File: config.mk
export PLATFORM = sky130hd
export DESIGN_NAME = fetch_unit
export DESIGN_NICKNAME = d
export VERILOG_FILES = /design/src/rtl/rv_pkg.sv /design/src/rtl/fetch_fifo.sv /design/src/rtl/fetch_unit.sv
export SDC_FILE = /design/constraint.sdc
export NUM_CORES = 1
export LEC_CHECK = 0
export ABC_AREA = 1
export BUFFER_PORTS_ARGS = -buffer_cell sky130_fd_sc_hd__buf_4
export CAP_MARGIN = 0
export CORE_MARGIN = 3
export CORE_UTILIZATION = 59
export DETAILED_ROUTE_END_ITERATION = 16
export PLACE_DENSITY = 0.95
export SLEW_MARGIN = 40
export SYNTH_ARGS = -nofsm -noshare
export SYNTH_HDL_FRONTEND = slang
export SYNTH_HIERARCHICAL = 1
export SYNTH_SLANG_ARGS = --single-unit
File: constraint.sdc
create_clock -name clk -period 8 [get_ports clk]
set_clock_uncertainty 0.2 [all_clocks]
set_input_delay 1.2 -clock clk [delete_from_list [all_inputs] [get_ports clk]]
set_output_delay 1.2 -clock clk [all_outputs]
set_load 0.005 [all_outputs]
File: src/rtl/rv_pkg.sv
// +--------------------------------------------------------------------+
// | rv_pkg : shared RV32I front-end types and constants                |
// | Revision: 1.0                                                      |
// +--------------------------------------------------------------------+
`default_nettype none

package rv_pkg;

  localparam int XLEN = 32;
  localparam logic [31:0] INSTR_NOP = 32'h0000_0013;

  typedef struct packed {
    logic [31:0] pc;
    logic [31:0] instr;
  } fetch_pkt_t;

endpackage

`default_nettype wire

File: src/rtl/fetch_fifo.sv
// +--------------------------------------------------------------------+
// | fetch_fifo : synchronous FIFO of fetch packets with flush          |
// | Revision: 1.0                                                      |
// +--------------------------------------------------------------------+
`default_nettype none

module fetch_fifo
  import rv_pkg::*;
#(
  parameter int FIFO_DEPTH = 2
) (
  input  logic                               clk,
  input  logic                               rst,
  input  logic                               push,
  input  fetch_pkt_t                         push_data,
  input  logic                               pop,
  input  logic                               flush,
  output logic                               full,
  output logic                               empty,
  output logic [$clog2(FIFO_DEPTH+1)-1:0]    count,
  output fetch_pkt_t                         head
);

  localparam int CNT_W = $clog2(FIFO_DEPTH + 1);
  localparam int PTR_W = $clog2(FIFO_DEPTH);
  localparam logic [CNT_W-1:0] DEPTH_C = CNT_W'(FIFO_DEPTH);

  fetch_pkt_t       mem [FIFO_DEPTH];
  logic [PTR_W-1:0] rd_ptr;
  logic [PTR_W-1:0] wr_ptr;

  assign full  = (count == DEPTH_C);
  assign empty = (count == '0);
  assign head  = mem[rd_ptr];

  always_ff @(posedge clk) begin
    if (push) begin
      mem[wr_ptr] <= push_data;
    end
  end

  // Depth is a power of two, so pointer wrap is the natural overflow.
  always_ff @(posedge clk or posedge rst) begin
    if (rst) begin
      rd_ptr <= '0;
      wr_ptr <= '0;
      count  <= '0;
    end else if (flush) begin
      rd_ptr <= '0;
      wr_ptr <= '0;
      count  <= '0;
    end else begin
      if (push) begin
        wr_ptr <= wr_ptr + PTR_W'(1);
      end
      if (pop) begin
        rd_ptr <= rd_ptr + PTR_W'(1);
      end
      case ({push, pop})
        2'b10:   count <= count + CNT_W'(1);
        2'b01:   count <= count - CNT_W'(1);
        default: count <= count;
      endcase
    end
  end

endmodule

`default_nettype wire

File: src/rtl/fetch_unit.sv
// +--------------------------------------------------------------------+
// | fetch_unit : RV32I fetch stage (PC, imem address, packet FIFO)     |
// | Optional macro FETCH_PERF_EN adds perf_fetched / perf_stall.       |
// | Revision: 1.0                                                      |
// +--------------------------------------------------------------------+
`default_nettype none

module fetch_unit
  import rv_pkg::*;
#(
  parameter logic [31:0] RESET_PC   = 32'h0000_0000,
  parameter int          FIFO_DEPTH = 2
) (
  input  logic            clk,
  input  logic            rst,
  output logic [XLEN-1:0] imem_addr,
  input  logic [XLEN-1:0] imem_instr,
  input  logic            redirect_valid,
  input  logic [XLEN-1:0] redirect_pc,
  output logic            out_valid,
  input  logic            out_ready,
  output logic [XLEN-1:0] out_pc,
  output logic [XLEN-1:0] out_instr,
  output logic [XLEN-1:0] out_pc_plus4
`ifdef FETCH_PERF_EN
  ,
  output logic [31:0]     perf_fetched,
  output logic [31:0]     perf_stall
`endif
);

  localparam int CNT_W = $clog2(FIFO_DEPTH + 1);

  logic [XLEN-1:0]  pc;
  logic             deq;
  logic             enq;
  logic             fifo_full;
  logic             fifo_empty;
  logic [CNT_W-1:0] fifo_count;
  fetch_pkt_t       fifo_head;
  fetch_pkt_t       fifo_in;

  assign imem_addr = pc;
  assign deq       = out_valid && out_ready;
  // A dequeue frees a slot in the same cycle, so a full FIFO still accepts.
  assign enq       = !redirect_valid && (!fifo_full || deq);
  assign fifo_in   = '{pc: pc, instr: imem_instr};

  always_ff @(posedge clk or posedge rst) begin
    if (rst) begin
      pc <= RESET_PC;
    end else if (redirect_valid) begin
      pc <= {redirect_pc[XLEN-1:2], 2'b00};
    end else if (enq) begin
      pc <= pc + 32'd4;
    end
  end

  fetch_fifo #(
    .FIFO_DEPTH (FIFO_DEPTH)
  ) u_fifo (
    .clk       (clk),
    .rst       (rst),
    .push      (enq),
    .push_data (fifo_in),
    .pop       (deq),
    .flush     (redirect_valid),
    .full      (fifo_full),
    .empty     (fifo_empty),
    .count     (fifo_count),
    .head      (fifo_head)
  );

  assign out_valid    = (fifo_count != '0);
  assign out_pc       = fifo_empty ? '0 : fifo_head.pc;
  assign out_instr    = fifo_empty ? INSTR_NOP : fifo_head.instr;
  assign out_pc_plus4 = out_pc + 32'd4;

`ifdef FETCH_PERF_EN
  logic stall;
  assign stall = !redirect_valid && fifo_full && !deq;

  always_ff @(posedge clk or posedge rst) begin
    if (rst) begin
      perf_fetched <= '0;
      perf_stall   <= '0;
    end else begin
      if (enq) begin
        perf_fetched <= perf_fetched + 32'd1;
      end
      if (stall) begin
        perf_stall <= perf_stall + 32'd1;
      end
    end
  end
`endif

endmodule

`default_nettype wire
==> qor.csv, run 1 <==
stage;metric;value;unit
timing;final worst slack;3.48;ns
detailed_routing;drt first pass iters;14;
clock_network;CTS tree;yes;
place;IO buf count;192;
cells_and_area;share of cells above drive strength 1;29.8;%
global_route;vias in the first global route;7009;
timing;Achievable Freq;221;MHz
clock_network;CTS buffer count;17;
logic_synthesis;#FFs+latches synth;162;
logic_synthesis;top_reg_cell synth;edfxtp_1;
cells_and_area;Final nets;1183;
logic_synthesis;Post-Synthesis Cells;920;
timing;headroom to the max-slew limit;48.1;%
logic_synthesis;Netlist cell types;42;
global_route;pin count of the biggest net entering global routing;65;
floorplanning;Die Width;128;µm
floorplanning;Die H;128;µm
min_path;WHS Endpoint;u_fifo/mem[1][63]$_DFFE_PP_;
flow_run;max_cap viols;0;
logic_synthesis;synth warn;6;
clock_network;clk sinks;162;
floorplanning;die area;16300;µm²
clock_network;root buffer cell;clkbuf_16;
worst_setup_path;r2r setup slk;4.63;ns
cells_and_area;ANT cells;0;
floorplanning;I/O pin total;197;
global_route;All-Layer GR Usage;29.9;%
logic_synthesis;ranking of synthesized cells by area;edfxtp_1, dfrtp_1, nand2_1;
timing;Worst-Margin Slew;0.774;ns
power;peak supply drop;0.000203;V
floorplanning;CORE AREA;14100;µm²
floorplanning;Starting Density;61.7;%
detailed_routing;drt total wl;24200;µm
worst_setup_path;Max Fanout on Critical Path;54;
timing;period utilization;56.4;%
logic_synthesis;register area share after synthesis;53.8;%
timing;RSZ-0062 raised after global routing;false;
worst_setup_path;WP data required;6.60;ns
clock_network;post-cts sizing count;0;
min_path;Min-Delay Startpoint;imem_addr[31]$_DFFE_PP0P_;
logic_synthesis;async set-or-reset flop fraction in the synthesized netlist;21.0;%
logic_synthesis;biggest area consumer among synthesized cells;edfxtp_1;
min_path;HP Class;reg2reg;
worst_setup_path;Arr. time, crit path;3.12;ns
detailed_routing;Vias;7387;
global_route;wire length of the first global-routing pass;37400;µm
timing;Slew Viols, Final;0;
logic_synthesis;area of the mapped netlist;8730;µm²
cells_and_area;area grow syn2layout;24.3;%
cells_and_area;Fillers;848;
worst_setup_path;crit start category;flop;
power;power per cell area;300;nW/µm²
detailed_routing;initial drt markers;1169;
worst_setup_path;FF-to-FF End;u_fifo/mem[1][20]$_DFFE_PP_;
detailed_routing;DRC viols;1;
timing;final setup fails;0;
worst_setup_path;Worst R2R Path Depth;9;
timing;setup TNS;0;ns
min_path;Hold Crit Depth;0;
detailed_routing;routed vias/inst;5.66;
place;gp weighted congestion;0.918;
global_route;initial antenna violation count;0;
logic_synthesis;EDFF count, synth;128;
place;half-perimeter wire length after placement;16600;µm
detailed_routing;antenna viol nets, final;0;
place;dpl ws;3.99;ns
global_route;total grt overflow;0;
logic_synthesis;synthesized area per cell;9.49;µm²
logic_synthesis;share of the synthesized area in the top cell type;44.0;%
clock_network;# hold bufs at CTS;0;
worst_setup_path;CP endpoint kind;output port;
clock_network;Worst-path clk slew;0.06;ns
clock_network;Longest Clk Path Bufs;2;
timing;post-layout minimum cycle time;4.52;ns
worst_setup_path;Reg-to-Reg Start;u_fifo/count[0]$_DFFE_PP0P_;
detailed_routing;wire length per cell;18.6;µm
timing;Hold Fails Final Rpt;0;
floorplanning;row count;43;
clock_network;H-tree depth;4;
outcome;failing checks;design-rule violations;
outcome;outcome;complete, but fails checks;
clock_network;Post-CTS Setup Repair Bufs;0;
power;Pleak;4.95;nW
clock_network;clk_lat worst skew;0.42;ns
worst_setup_path;Worst Setup Path Type;reg2out;
where the power goes:
| group | internal (W) | switching [W] | leakage (nW) | total (W) |
|---|---|---|---|---|
| registers | 0.00108 | 0.000143 | 1.60 | 0.00122 |
| clock network | 0.000456 | 0.000331 | 0.272 | 0.000787 |
| logic | 0.000571 | 0.000677 | 3.07 | 0.00125 |
| total | 0.00211 | 0.00115 | 4.95 | 0.00326 |
state kept, by name, summed over array words and instances, names as in the netlist:
register       count
imem_addr         30
u_fifo/count       2
u_fifo/mem       128
u_fifo/rd_ptr      1
u_fifo/wr_ptr      1
cell usage in the layout (no fill, tap or decap), drive strengths merged, types with 3 or more instances in the layout:
cell,count
o21ai,25
edfxtp,128
nand4,8
conb,6
clkinv,9
or2,3
xor2,13
nand2,229
clkbuf,17
nand3,51
o21bai,3
buf,197
dfrtp,34
nor2,147
o211ai,3
a21oi,17
mux2,64
nor3,8
and2,4
inv,136
nand3b,9
worst max path at each step:
stage,startpoint,to,cells past startpoint
3_3_place_gp,u_fifo/rd_ptr$_DFFE_PP0P_,out_pc_plus4[18],10
5_1_grt,u_fifo/count[1]$_DFFE_PP0P_,out_pc_plus4[18],12
6_report,u_fifo/count[1]$_DFFE_PP0P_,out_pc_plus4[18],12
4_1_cts,u_fifo/count[1]$_DFFE_PP0P_,out_pc_plus4[18],12
3_5_place_dp,u_fifo/count[1]$_DFFE_PP0P_,out_pc_plus4[18],12
2_1_floorplan,out_ready,u_fifo/mem[0][0]$_DFFE_PP_,6
cell usage after synthesis, types with 2 or more instances:
cell / number
nand2_1: 218
inv_1: 131
edfxtp_1: 128
nor2_1: 128
nand3_1: 50
mux2_4: 38
dfrtp_1: 34
mux2_2: 26
o21ai_0: 23
a21oi_1: 17
nor2_2: 14
xor2_1: 13
nand2_2: 10
nand3b_1: 9
buf_2: 8
nand4_1: 8
buf_6: 7
buf_4: 5
clkbuf_1: 5
nor2_4: 5
nor3_1: 5
and2_1: 4
inv_2: 3
o211ai_1: 3
o21bai_1: 3
or2_2: 3
a211oi_1: 2
ha_1: 2
nor3_2: 2
o21ai_1: 2
o22ai_1: 2
xnor2_1: 2
logic make-up after synthesis:
kind of cell / after synthesis / share of synthesized area (%)
other cells: 1 / 0.0430
compound gates: 54 / 3.40
xor+xnor: 15 / 1.50
buf+inv: 163 / 8.20
fa+ha+maj: 2 / 0.287
simple gates: 459 / 22.9
flops: 162 / 53.8
mux: 64 / 9.89
through the flow:
step	cell area, µm²	hold WS [ns]	instances	total power (W)	utilization [%]
2_1_floorplan	8750	0.307	925	0.00188	-
3_3_place_gp	10300	0.346	1273	0.00238	72.5
3_5_place_dp	10300	0.347	1274	0.00245	72.7
4_1_cts	10800	0.378	1305	0.00325	76.6
5_1_grt	10800	0.400	1305	0.00341	76.7
6_report	10800	0.383	1305	0.00326	76.7
per-layer routing:
metal | wire [µm] | vias up | global-route usage, %
li1 | - | 3360 | -
met1 | 9060 | 3402 | 37.8
met2 | 11800 | 525 | 50.5
met3 | 2450 | 100 | 6.15
met4 | 933 | 0 | 12.6
met5 | 0 | - | 0
critical path: stages, from the launching register on:
cell and delay (ns):
dfrtp_1 0.46, nor2_4 0.06, buf_4 0.32, inv_6 0.25
nand2_1 0.12, inv_1 0.16, ha_1 0.33, inv_1 0.15
nor2_4 0.22, nand2_2 0.12, nor2_1 0.16, xor2_1 0.17
buf_4 0.13
layout make-up:
class,count,area [µm²],share of cell area (%)
clock inverter,14,140,1.29
timing repair buffer,197,1500,13.8
tap,180,225,2.08
sequential,162,4700,43.3
inverter,135,512,4.72
multi-input combinational,600,3350,30.9
clock buffer,17,425,3.92
No activity file was read; power rests on OpenSTA's default activity.
==> run 2, diff against run 1 <==
--- a/config.mk
+++ b/config.mk
@@ -9,9 +9,9 @@
 export BUFFER_PORTS_ARGS = -buffer_cell sky130_fd_sc_hd__buf_4
 export CAP_MARGIN = 0
 export CORE_MARGIN = 3
-export CORE_UTILIZATION = 59
+export CORE_UTILIZATION = 50
 export DETAILED_ROUTE_END_ITERATION = 16
-export PLACE_DENSITY = 0.95
+export PLACE_DENSITY = 0.87
 export SLEW_MARGIN = 40
 export SYNTH_ARGS = -nofsm -noshare
 export SYNTH_HDL_FRONTEND = slang
==> constraint.sdc (replaced) <==
create_clock -name clk -period 4 [get_ports clk]
set_clock_uncertainty 0.2 [all_clocks]
set_input_delay 0.6 -clock clk [delete_from_list [all_inputs] [get_ports clk]]
set_output_delay 0.6 -clock clk [all_outputs]
set_load 0.005 [all_outputs]
==> run 2 against run 1 <==
Net effect: the run now ends clean; via count down 4.4%; first-iteration DRC count down 51%; sequential power up 98%; sequential share of layout area down 0.43 points; worst hold slack worse by 0.23 ns; non-clock buffer count up 5; critical path depth unchanged; final cell count up 3.5%; power up 99%; die area up 17%; register-to-register slack worse by 3.0 ns.
==> qor.csv, run 2 (synthesis gave the netlist of run 1 again) <==
stage;metric;value;unit;change
worst_setup_path;critical path's largest stage delay;0.69;ns;+0.23 ns
place;gp weighted congestion;0.926;;+0.88%
cells_and_area;Core Util, Final;65.1;%;-12 points
timing;headroom to the max-slew limit;50.2;%;+2.1 points
power;power per cell area;591;nW/µm²;+97%
worst_setup_path;crit start category;flop;;
timing;post-layout minimum cycle time;3.62;ns;
outcome;outcome;completed;;
detailed_routing;drt total wl;22300;µm;-7.9%
worst_setup_path;CP max stage cell;dfrtp_4;;
place;placed inst area;10400;µm²;+0.78%
power;peak supply drop;0.000352;V;+74%
place;IO buf count;192;;unchanged
detailed_routing;wire length per cell;16.5;µm;-11%
clock_network;Longest Clk Path Bufs;2;;unchanged
global_route;pin count of the biggest net entering global routing;65;;unchanged
timing;period utilization;90.5;%;
timing;Min Hold Slack;0.157;ns;-0.226 ns
worst_setup_path;CP endpoint kind;output port;;
clock_network;clk sinks;162;;unchanged
cells_and_area;design area;11000;µm²;+0.99%
timing;RSZ-0062 raised after global routing;false;;
worst_setup_path;Max Fanout on Critical Path;24;;-56%
worst_setup_path;WP data required;3.20;ns;-3.40 ns
detailed_routing;Vias;7064;;-4.4%
detailed_routing;drt first pass iters;6;;-8
detailed_routing;routed vias/inst;5.23;;-7.6%
floorplanning;Die Width;138;µm;+8.2%
power;Pleak;4.99;nW;+0.85%
clock_network;CTS buffer count;17;;unchanged
timing;Slew Viols, Final;0;;unchanged
timing;Hold Fails Final Rpt;0;;unchanged
clock_network;CTS tree;yes;;
cells_and_area;ANT cells;0;;unchanged
cells_and_area;area grow syn2layout;25.5;%;
clock_network;H-tree depth;4;;unchanged
clock_network;Post-CTS Setup Repair Bufs;0;;unchanged
cells_and_area;share of cells above drive strength 1;30.3;%;+0.55 points
worst_setup_path;worst-path cell chain;mux2_4, inv_1, nor2_2, ha_1, inv_1, nor2_4, inv_1, nor2_2, nand2_1, nand2_1, nand2_1, buf_4;;
timing;final setup fails;0;;unchanged
min_path;HP Class;in2reg;;
cells_and_area;Reg with most FFs;u_fifo/mem;;
cells_and_area;Fillers;1315;;+55%
cells_and_area;commonest non-fill, non-tap cell in the layout;nand2_1;;
global_route;wire length of the first global-routing pass;35500;µm;-5.1%
timing;setup TNS;0;ns;unchanged
global_route;initial antenna violation count;0;;unchanged
timing;Achievable Freq;276;MHz;
global_route;All-Layer GR Usage;23.1;%;-6.9 points
cells_and_area;commonest cells after routing, fill and taps aside;nand2_1, buf_4, inv_1, edfxtp_1, nor2_1;;
timing;Worst-Margin Slew;0.742;ns;-0.0314 ns
flow_run;max_cap viols;0;;unchanged
worst_setup_path;Worst Setup Path Type;reg2out;;
clock_network;root buffer cell;clkbuf_16;;
detailed_routing;antenna viol nets, final;0;;unchanged
floorplanning;Die H;138;µm;+8.2%
global_route;total grt overflow;0;;unchanged
floorplanning;Starting Density;51.9;%;-9.8 points
clock_network;post-cts sizing count;0;;unchanged
cells_and_area;Final nets;1188;;+0.42%
floorplanning;CORE AREA;16800;µm²;+19%
place;half-perimeter wire length after placement;16200;µm;-2.2%
clock_network;clk_lat worst skew;0.42;ns;about the same
detailed_routing;DRC viols;0;;-1
clock_network;Worst-path clk slew;0.07;ns;about the same
worst_setup_path;Arr. time, crit path;2.82;ns;-0.30 ns
global_route;vias in the first global route;6773;;-3.4%
floorplanning;row count;47;;+9.3%
floorplanning;I/O pin total;197;;unchanged
floorplanning;die area;19100;µm²;+17%
cells_and_area;max reg flops;128;;unchanged
detailed_routing;initial drt markers;577;;-51%
==> run 2: changes by cell type in the layout (fill, tap and decap cells not counted), sizes merged <==
cell	previous run	this run
buf	197	201
bufinv	2	0
clkinv	9	6
clkinvlp	2	0
dlygate4sd3	0	1
inv	136	144
==> run 2: critical path, delay by kind of cell (launching register included) <==
kind                     cells  cell delay, ns
buffers and inverters        4            0.38
flip-flops                   1            0.69
adder cells (fa/ha/maj)      1            0.30
AND/OR/NAND/NOR              6            0.78
multiplexers                 1            0.24
==> run 2: per-stage QoR <==
stage	power (W)	setup slack (ns)	instances
floorplan	0.00376	0.392	925
global placement	0.00482	0.914	1318
detailed placement	0.00491	0.863	1318
CTS	0.00650	0.384	1351
global route	0.00683	0.178	1351
finish	0.00648	0.381	1351
==> run 2: power breakdown <==
part / switching (W) / total, W / internal (W)
sequential: 0.000259 / 0.00241 / 0.00215
combinational: 0.00132 / 0.00248 / 0.00116
clock: 0.000745 / 0.00159 / 0.000840
total: 0.00233 / 0.00648 / 0.00415
==> run 2: routing by layer <==
layer	up-vias	part of all wire [%]	global-route usage, %
li1	3372	-	-
met1	3283	42	30.6
met5	-	0	0
met4	0	2.4	7.59
met2	355	48	38.4
met3	54	8.2	4.56
==> run 2: what timing repair did <==
item / CTS / global route
hold buffers: 1 / 0
endpoints found under the hold margin: 12 / 0
setup endpoints to repair: 0 / 0
==> run 2: layout make-up <==
class	instances	area, µm²	share of cell area [%]
clock buffers	17	425	3.88
clock inverters	15	161	1.47
inverters	135	512	4.67
multi-input cells	600	3350	30.6
flip-flops and latches	162	4700	42.9
well taps	220	275	2.51
repair buffers	202	1530	14.0
==> run 2: path summary, 6_finish.rpt <==
kind / from / end / slack (ns) / cells after the start
worst min register to register: imem_addr[31]$_DFFE_PP0P_ / u_fifo/mem[1][63]$_DFFE_PP_ / 0.39 / 0
worst max-delay path: u_fifo/rd_ptr$_DFFE_PP0P_ / out_pc_plus4[30] / 0.38 / 12
min in group asynchronous: rst / u_fifo/wr_ptr$_DFFE_PP0P_ / 0.43 / 3
worst min-delay path: imem_instr[28] / u_fifo/mem[0][28]$_DFFE_PP_ / 0.16 / 1
worst max register to register: u_fifo/count[0]$_DFFE_PP0P_ / u_fifo/mem[0][3]$_DFFE_PP_ / 1.62 / 9
max in group asynchronous: rst / imem_addr[25]$_DFFE_PP0P_ / 2.47 / 4
